$ cat config.mk
export PLATFORM = sky130hd
export DESIGN_NAME = game_flow_ctl
export DESIGN_NICKNAME = d
export VERILOG_FILES = /design/src/rtl/game_flow_ctl.sv
export SDC_FILE = /design/constraint.sdc
export NUM_CORES = 1
export LEC_CHECK = 0
export ABC_AREA = 1
export ABC_CLOCK_PERIOD_IN_PS = 3800
export BUFFER_PORTS_ARGS = -buffer_cell sky130_fd_sc_hd__buf_2
export CAP_MARGIN = 20
export CORE_MARGIN = 2
export CORE_UTILIZATION = 53
export DETAILED_ROUTE_END_ITERATION = 7
export PLACE_DENSITY_LB_ADDON = 0.15
export SETUP_SLACK_MARGIN = 0.05
export SLEW_MARGIN = 25
export SYNTH_ARGS = -nofsm -noshare
export SYNTH_HDL_FRONTEND = slang
export SYNTH_SLANG_ARGS = --single-unit
$ cat constraint.sdc
create_clock -name clk -period 3.8 [get_ports clk]
set_clock_uncertainty 0.05 [all_clocks]
set_input_delay 0.76 -clock clk [delete_from_list [all_inputs] [get_ports clk]]
set_output_delay 0.76 -clock clk [all_outputs]
set_load 0.03 [all_outputs]
$ cat src/rtl/game_flow_ctl.sv
// Penalty shoot-out game flow controller: sequences player/CPU shot pairs,
// keeps score and frame timers, and decides the winner.
module game_flow_ctl #(
    parameter int unsigned ROUNDS       = 5,
    parameter int unsigned MAX_ROUNDS   = 15,
    parameter int unsigned SHOT_TIMEOUT = 180,
    parameter int unsigned PAUSE_FRAMES = 60
) (
    input  logic       clk,
    input  logic       rst_n,
    input  logic       frame_tick,
    input  logic       start_btn,
    input  logic       mode_sel,
    input  logic       shot_done,
    input  logic       shot_goal,
    output logic [2:0] game_state,
    output logic       game_mode,
    output logic       shot_active,
    output logic [3:0] score_player,
    output logic [3:0] score_cpu,
    output logic [3:0] round,
    output logic [7:0] frame_cnt
);

    localparam int unsigned SCORE_W = 4;
    localparam int unsigned CNT_W   = 8;
    localparam int unsigned MARG_W  = 6;

    localparam logic [SCORE_W-1:0] ROUNDS_L     = SCORE_W'(ROUNDS);
    localparam logic [SCORE_W-1:0] MAX_ROUNDS_L = SCORE_W'(MAX_ROUNDS);
    localparam logic [CNT_W-1:0]   TIMEOUT_L    = CNT_W'(SHOT_TIMEOUT - 1);
    localparam logic [CNT_W-1:0]   PAUSE_L      = CNT_W'(PAUSE_FRAMES - 1);
    localparam logic [CNT_W-1:0]   CNT_MAX      = {CNT_W{1'b1}};
    localparam logic [SCORE_W-1:0] SCORE_MAX    = {SCORE_W{1'b1}};

    localparam logic [2:0] GS_START   = 3'd0;
    localparam logic [2:0] GS_KEEPER  = 3'd1;
    localparam logic [2:0] GS_SHOOTER = 3'd2;
    localparam logic [2:0] GS_WINNER  = 3'd3;
    localparam logic [2:0] GS_LOOSER  = 3'd4;

    typedef enum logic [2:0] {
        S_START,
        S_SHOOT_AIM,
        S_SHOOT_PAUSE,
        S_KEEP_AIM,
        S_KEEP_PAUSE,
        S_WIN,
        S_LOSE
    } state_t;

    state_t             state;
    state_t             state_next;
    logic               mode_next;
    logic [SCORE_W-1:0] sp_next;
    logic [SCORE_W-1:0] sc_next;
    logic [SCORE_W-1:0] round_next;
    logic [CNT_W-1:0]   cnt_next;
    logic [2:0]         gs_next;
    logic               active_next;

    logic               regulation;
    logic [MARG_W-1:0]  rem;
    logic [MARG_W-1:0]  sp_w;
    logic [MARG_W-1:0]  sc_w;
    logic               shoot_win;
    logic               shoot_lose;
    logic               keep_win;
    logic               keep_lose;
    logic               timeout_hit;
    logic               pause_done;

    function automatic logic [SCORE_W-1:0] sat_inc(input logic [SCORE_W-1:0] v);
        return (v == SCORE_MAX) ? v : v + SCORE_W'(1);
    endfunction

    // Early-decision margins: rem is the shots each side has left after the
    // current pair; after the player shot the CPU still has one more.
    always_comb begin
        regulation = (round <= ROUNDS_L);
        rem        = regulation ? MARG_W'(ROUNDS_L - round) : '0;
        sp_w       = MARG_W'(score_player);
        sc_w       = MARG_W'(score_cpu);
        shoot_win  = sp_w > (sc_w + rem + MARG_W'(1));
        shoot_lose = sc_w > (sp_w + rem);
        keep_win   = sp_w > (sc_w + rem);
        keep_lose  = sc_w > (sp_w + rem);
    end

    assign timeout_hit = frame_tick && !game_mode && (frame_cnt == TIMEOUT_L);
    assign pause_done  = frame_tick && (frame_cnt == PAUSE_L);

    // Next-state and next-value logic for every registered output.
    always_comb begin
        state_next = state;
        mode_next  = game_mode;
        sp_next    = score_player;
        sc_next    = score_cpu;
        round_next = round;
        cnt_next   = (frame_tick && frame_cnt != CNT_MAX) ? frame_cnt + CNT_W'(1) : frame_cnt;

        case (state)
            S_START: begin
                if (start_btn) begin
                    state_next = S_SHOOT_AIM;
                    mode_next  = mode_sel;
                    sp_next    = '0;
                    sc_next    = '0;
                    round_next = SCORE_W'(1);
                    cnt_next   = '0;
                end
            end
            S_SHOOT_AIM: begin
                if (shot_done) begin
                    state_next = S_SHOOT_PAUSE;
                    cnt_next   = '0;
                    if (shot_goal) sp_next = sat_inc(score_player);
                end else if (timeout_hit) begin
                    state_next = S_SHOOT_PAUSE;
                    cnt_next   = '0;
                end
            end
            S_SHOOT_PAUSE: begin
                if (pause_done) begin
                    cnt_next = '0;
                    if (regulation && shoot_win)       state_next = S_WIN;
                    else if (regulation && shoot_lose) state_next = S_LOSE;
                    else                               state_next = S_KEEP_AIM;
                end
            end
            S_KEEP_AIM: begin
                if (shot_done) begin
                    state_next = S_KEEP_PAUSE;
                    cnt_next   = '0;
                    if (shot_goal) sc_next = sat_inc(score_cpu);
                end else if (timeout_hit) begin
                    state_next = S_KEEP_PAUSE;
                    cnt_next   = '0;
                end
            end
            S_KEEP_PAUSE: begin
                if (pause_done) begin
                    cnt_next = '0;
                    if (round < ROUNDS_L) begin
                        if (keep_win)       state_next = S_WIN;
                        else if (keep_lose) state_next = S_LOSE;
                        else begin
                            state_next = S_SHOOT_AIM;
                            round_next = round + SCORE_W'(1);
                        end
                    end else if (score_player > score_cpu) begin
                        state_next = S_WIN;
                    end else if (score_cpu > score_player) begin
                        state_next = S_LOSE;
                    end else if (round < MAX_ROUNDS_L) begin
                        // Sudden death: another pair while tied.
                        state_next = S_SHOOT_AIM;
                        round_next = round + SCORE_W'(1);
                    end else begin
                        state_next = S_LOSE;
                    end
                end
            end
            S_WIN, S_LOSE: begin
                if (start_btn) begin
                    state_next = S_START;
                    sp_next    = '0;
                    sc_next    = '0;
                    round_next = '0;
                    cnt_next   = '0;
                end
            end
            default: begin
                state_next = S_START;
                sp_next    = '0;
                sc_next    = '0;
                round_next = '0;
                cnt_next   = '0;
            end
        endcase

        gs_next     = GS_START;
        active_next = 1'b0;
        case (state_next)
            S_SHOOT_AIM:   begin gs_next = GS_SHOOTER; active_next = 1'b1; end
            S_SHOOT_PAUSE: gs_next = GS_SHOOTER;
            S_KEEP_AIM:    begin gs_next = GS_KEEPER;  active_next = 1'b1; end
            S_KEEP_PAUSE:  gs_next = GS_KEEPER;
            S_WIN:         gs_next = GS_WINNER;
            S_LOSE:        gs_next = GS_LOOSER;
            default:       gs_next = GS_START;
        endcase
    end

    // State and output registers, synchronous active-low reset.
    always_ff @(posedge clk) begin
        if (!rst_n) begin
            state        <= S_START;
            game_state   <= GS_START;
            game_mode    <= 1'b0;
            shot_active  <= 1'b0;
            score_player <= '0;
            score_cpu    <= '0;
            round        <= '0;
            frame_cnt    <= '0;
        end else begin
            state        <= state_next;
            game_state   <= gs_next;
            game_mode    <= mode_next;
            shot_active  <= active_next;
            score_player <= sp_next;
            score_cpu    <= sc_next;
            round        <= round_next;
            frame_cnt    <= cnt_next;
        end
    end

endmodule

==> results.md <==
- Clk sinks: 28
- CTS tree: built
- Part of the Yosys area used for sequential elements: 22.07%
- Commonest non-fill, non-tap cell in the layout: sky130_fd_sc_hd__nand2_1
- Synthesis-stage register bit count: 28
- Cell type with the highest aggregate area in the netlist: sky130_fd_sc_hd__dfxtp_1
- Largest family of logic cells by synthesized area: simple AND/OR/NAND/NOR gates
- Buffer levels on the longest clock path: 2
- Logic pwr share: 39.3%
- Post-detailed-placement half-perimeter wirelength: 4830 um
- Clock transition at the register clock pins on the worst setup and hold paths after CTS: 0.10 ns
- Share of synthesized area spent on multiplexers: 0.3941%
- Placed Cells incl. Taps: 462
- Final-layout setup total negative slack: 0 ns
- Number of synthesis warnings: 0
- Share of power burned in registers: 38.6%
- Crit Path Category: flip-flop to flip-flop
- Unrepaired setup endpoints after global routing: false
- Post-synthesis share of cell area spent on full adders, half adders and majority gates: 16.26%
- CTS H-Tree Depth: 1
- F_max: 290.2 MHz
- Starting density of the core: 54.50%
- Share of total power in the clock network: 22.1%
- Final Cycle Share: 90.68%
- Mapped Avg Cell Area: 6.791 um^2
- Routability congestion estimate: 0.9166
- Die boundary height: 73.23 um
- Number of violations reported at the end of detailed-routing iteration 0: 121
- Via density per instance: 5.351
- Critical path launch point type: flip-flop
- Worst EP required: 3.97 ns
- Setup Viol. Count Final: 0
- Max IR drop VDD: 0.1606 mV
- Synthesized instance count: 374
- Area added between synthesis and finish: 14.24%
- Worst skew pair latency: 0.28 ns
- R2r setup slk: 0.35 ns
- Post-Syn Nets: 414
- Transition time at the pin with the least slew margin: 0.8802 ns
- Remaining DRCs: 0
- Critical path data arrival time: 3.62 ns
- # IOs: 32
- Post-synthesis cell area: 2540 um^2
- Area of combinational cells with multiple inputs: 1767 um^2
- CTS Buf Count: 3
- Count of vias placed by the detailed router: 2499
- Final cell utilization of the core: 62.26%
- Final WL: 5969 um
- GRT overflow: 0
- Distinct cell type count of the synthesized netlist: 40
- Wire length of the first global-routing pass: 9942 um
- Total of fill cells in the finished design: 440
- Root cell of the clock tree: sky130_fd_sc_hd__clkbuf_8
- First-pass detailed-route iteration total: 4
- Core Region: 4661 um^2
- Internal power consumption: 521.8 uW
- Hold-critical path depth: 2
- Layout Nets: 454
- Number of antenna violations at the first check in global routing: 0
- Number of buffers inserted for hold repair after clock tree synthesis: 0
- P per Cell Area: 290.5 nW/um^2
- Result of the run: finished clean
- Cell row count: 25
- Clock period minus final worst setup slack: 3.446 ns
- Synthesized-area fraction occupied by ao, oa, aoi and oai cells: 13.94%
- Final Max Slew Viols: 0
- Final cell count without fillers: 467
- Proportion of netlist area held by the largest area contributor: 22.07%
- Share of total power consumed by net switching: 38.08%
- Fraction of layout cells with a size suffix above 1: 19.61%
- Die area: 5362 um^2
- Leakage power: 1.484 nW
- Largest cells by area after synthesis: sky130_fd_sc_hd__dfxtp_1, sky130_fd_sc_hd__ha_1, sky130_fd_sc_hd__nand2_1
- Port Buf Inserts: 31
- Final Hold Fails: 0
- Max capacitance violation total: 0
- Sw Pwr: 320.9 uW
- Horizontal extent of the die: 73.23 um
- Number of global-route vias before repair: 2266
- Antenna-violating nets left: 0
- Worst hold path class: flip-flop to flip-flop
- Critical-path maximum fanout: 7
- Largest net degree at the start of global routing: 16
- WL per Instance: 12.78 um
- Simple-gate portion of the synthesized area: 34.04%
- Worst slew margin relative to its limit: 40.55%
- Global-route total usage across every layer: 23.43%
- Power, Total: 842.8 uW
- Post-synthesis share of cell area spent on xor and xnor gates: 3.103%
- Critical path capture point type: flip-flop
- Commonest non-fill, non-tap cells in the layout: sky130_fd_sc_hd__nand2_1, sky130_fd_sc_hd__inv_1, sky130_fd_sc_hd__nor2_1
- Depth of the most critical reg-to-reg path: 26
- Ant diodes: 0
- Area used by sequential logic in the layout: 565.5 um^2
per-stage QoR:
step	instance area (um^2)	worst slack, ns	hold slack, ns
after floorplan	2540	0.1944	0.5241
after global placement	2785	0.2128	0.4330
after detailed placement	2785	0.09694	0.4403
after CTS	2840	0.07726	0.4563
after global routing	2902	0.05430	0.4689
final	2902	0.3543	0.4559
sequential cells by signal, indices dropped and copies added, names as in the netlist:
register      cells
frame_cnt         8
round             4
score_cpu         4
score_player      4
game_state        3
state             3
game_mode         1
shot_active       1
routing by layer:
metal | share of wire, % | track usage, % | vias up | wire (um)
li1 | - | - | 1311 | -
met4 | 0.74 | 4.938 | 0 | 44
met5 | 0 | 0 | - | 0
met2 | 47 | 39.84 | 44 | 2783
met3 | 4.0 | 3.039 | 5 | 240
met1 | 49 | 31.59 | 1139 | 2900
cell type report:
| class | instances | share of cell area (%) |
|---|---|---|
| clock buffer | 4 | 1.897 |
| inverter | 69 | 9.013 |
| multi-input combinational | 277 | 60.89 |
| sequential | 28 | 19.49 |
| tap | 54 | 2.329 |
| timing repair buffer | 35 | 6.382 |
synthesized netlist by cell type (all sizes together):
| cell | number |
|---|---|
| nand2 | 82 |
| inv | 68 |
| nor2 | 45 |
| ha | 33 |
| nand3 | 29 |
| dfxtp | 28 |
| a21oi | 23 |
| o21ai | 13 |
| nor3 | 9 |
| nand4 | 8 |
| xor2 | 7 |
| nor3b | 5 |
| a211oi | 4 |
| o211ai | 3 |
| a21boi | 2 |
| and3 | 2 |
| xnor2 | 2 |
| a21o | 1 |
| a22oi | 1 |
| a31oi | 1 |
| a32oi | 1 |
| clkinv | 1 |
| mux2i | 1 |
| o211a | 1 |
| o21a | 1 |
| o21bai | 1 |
| o311ai | 1 |
| o41ai | 1 |
worst paths after layout:
path | startpoint | to
worst max-delay path | round[1] | game_state[1]
worst min register to register | game_mode | game_mode
worst max register to register | round[1] | game_state[1]
worst min-delay path | game_mode | game_mode
logic make-up after synthesis:
family          Yosys count
compound gates           54
xor+xnor                  9
fa+ha+maj                33
buf+inv                  69
flops                    28
mux                       1
simple gates            180
power by group through the flow:
| stage | clock network [mW] | registers (mW) | logic (mW) |
|---|---|---|---|
| detailed placement | 0 | 0.333 | 0.320 |
| global placement | 0 | 0.333 | 0.316 |
| finish | 0.186 | 0.326 | 0.331 |
| CTS | 0.194 | 0.326 | 0.323 |
| floorplan | 0 | 0.355 | 0.220 |
| global route | 0.202 | 0.328 | 0.376 |
repair_timing:
item / in CTS / in global routing
resized for setup: 0 / 11
setup endpoints to repair: 0 / 11
buffers inserted: 0 / 1
critical path, cell delays in order, from the launching register on:
cell,delay [ns]
sky130_fd_sc_hd__dfxtp_2,0.38
sky130_fd_sc_hd__ha_1,0.15
sky130_fd_sc_hd__inv_1,0.04
sky130_fd_sc_hd__ha_1,0.16
sky130_fd_sc_hd__inv_1,0.10
sky130_fd_sc_hd__nand2_4,0.11
sky130_fd_sc_hd__inv_4,0.09
sky130_fd_sc_hd__nor2_4,0.04
sky130_fd_sc_hd__ha_4,0.28
sky130_fd_sc_hd__nand4_1,0.12
sky130_fd_sc_hd__nand2_1,0.10
sky130_fd_sc_hd__inv_2,0.04
sky130_fd_sc_hd__nand3_1,0.13
sky130_fd_sc_hd__nand2_2,0.11
sky130_fd_sc_hd__ha_4,0.28
sky130_fd_sc_hd__o211ai_1,0.08
sky130_fd_sc_hd__a32oi_1,0.18
sky130_fd_sc_hd__nand4_1,0.15
sky130_fd_sc_hd__nand3_1,0.12
sky130_fd_sc_hd__nand2_1,0.08
sky130_fd_sc_hd__o21ai_1,0.14
sky130_fd_sc_hd__nand2_1,0.07
sky130_fd_sc_hd__nand2_1,0.06
sky130_fd_sc_hd__nand2_2,0.07
sky130_fd_sc_hd__inv_2,0.08
sky130_fd_sc_hd__nand2_1,0.06
sky130_fd_sc_hd__a21oi_2,0.12
Power figures use the tool's default switching activity.
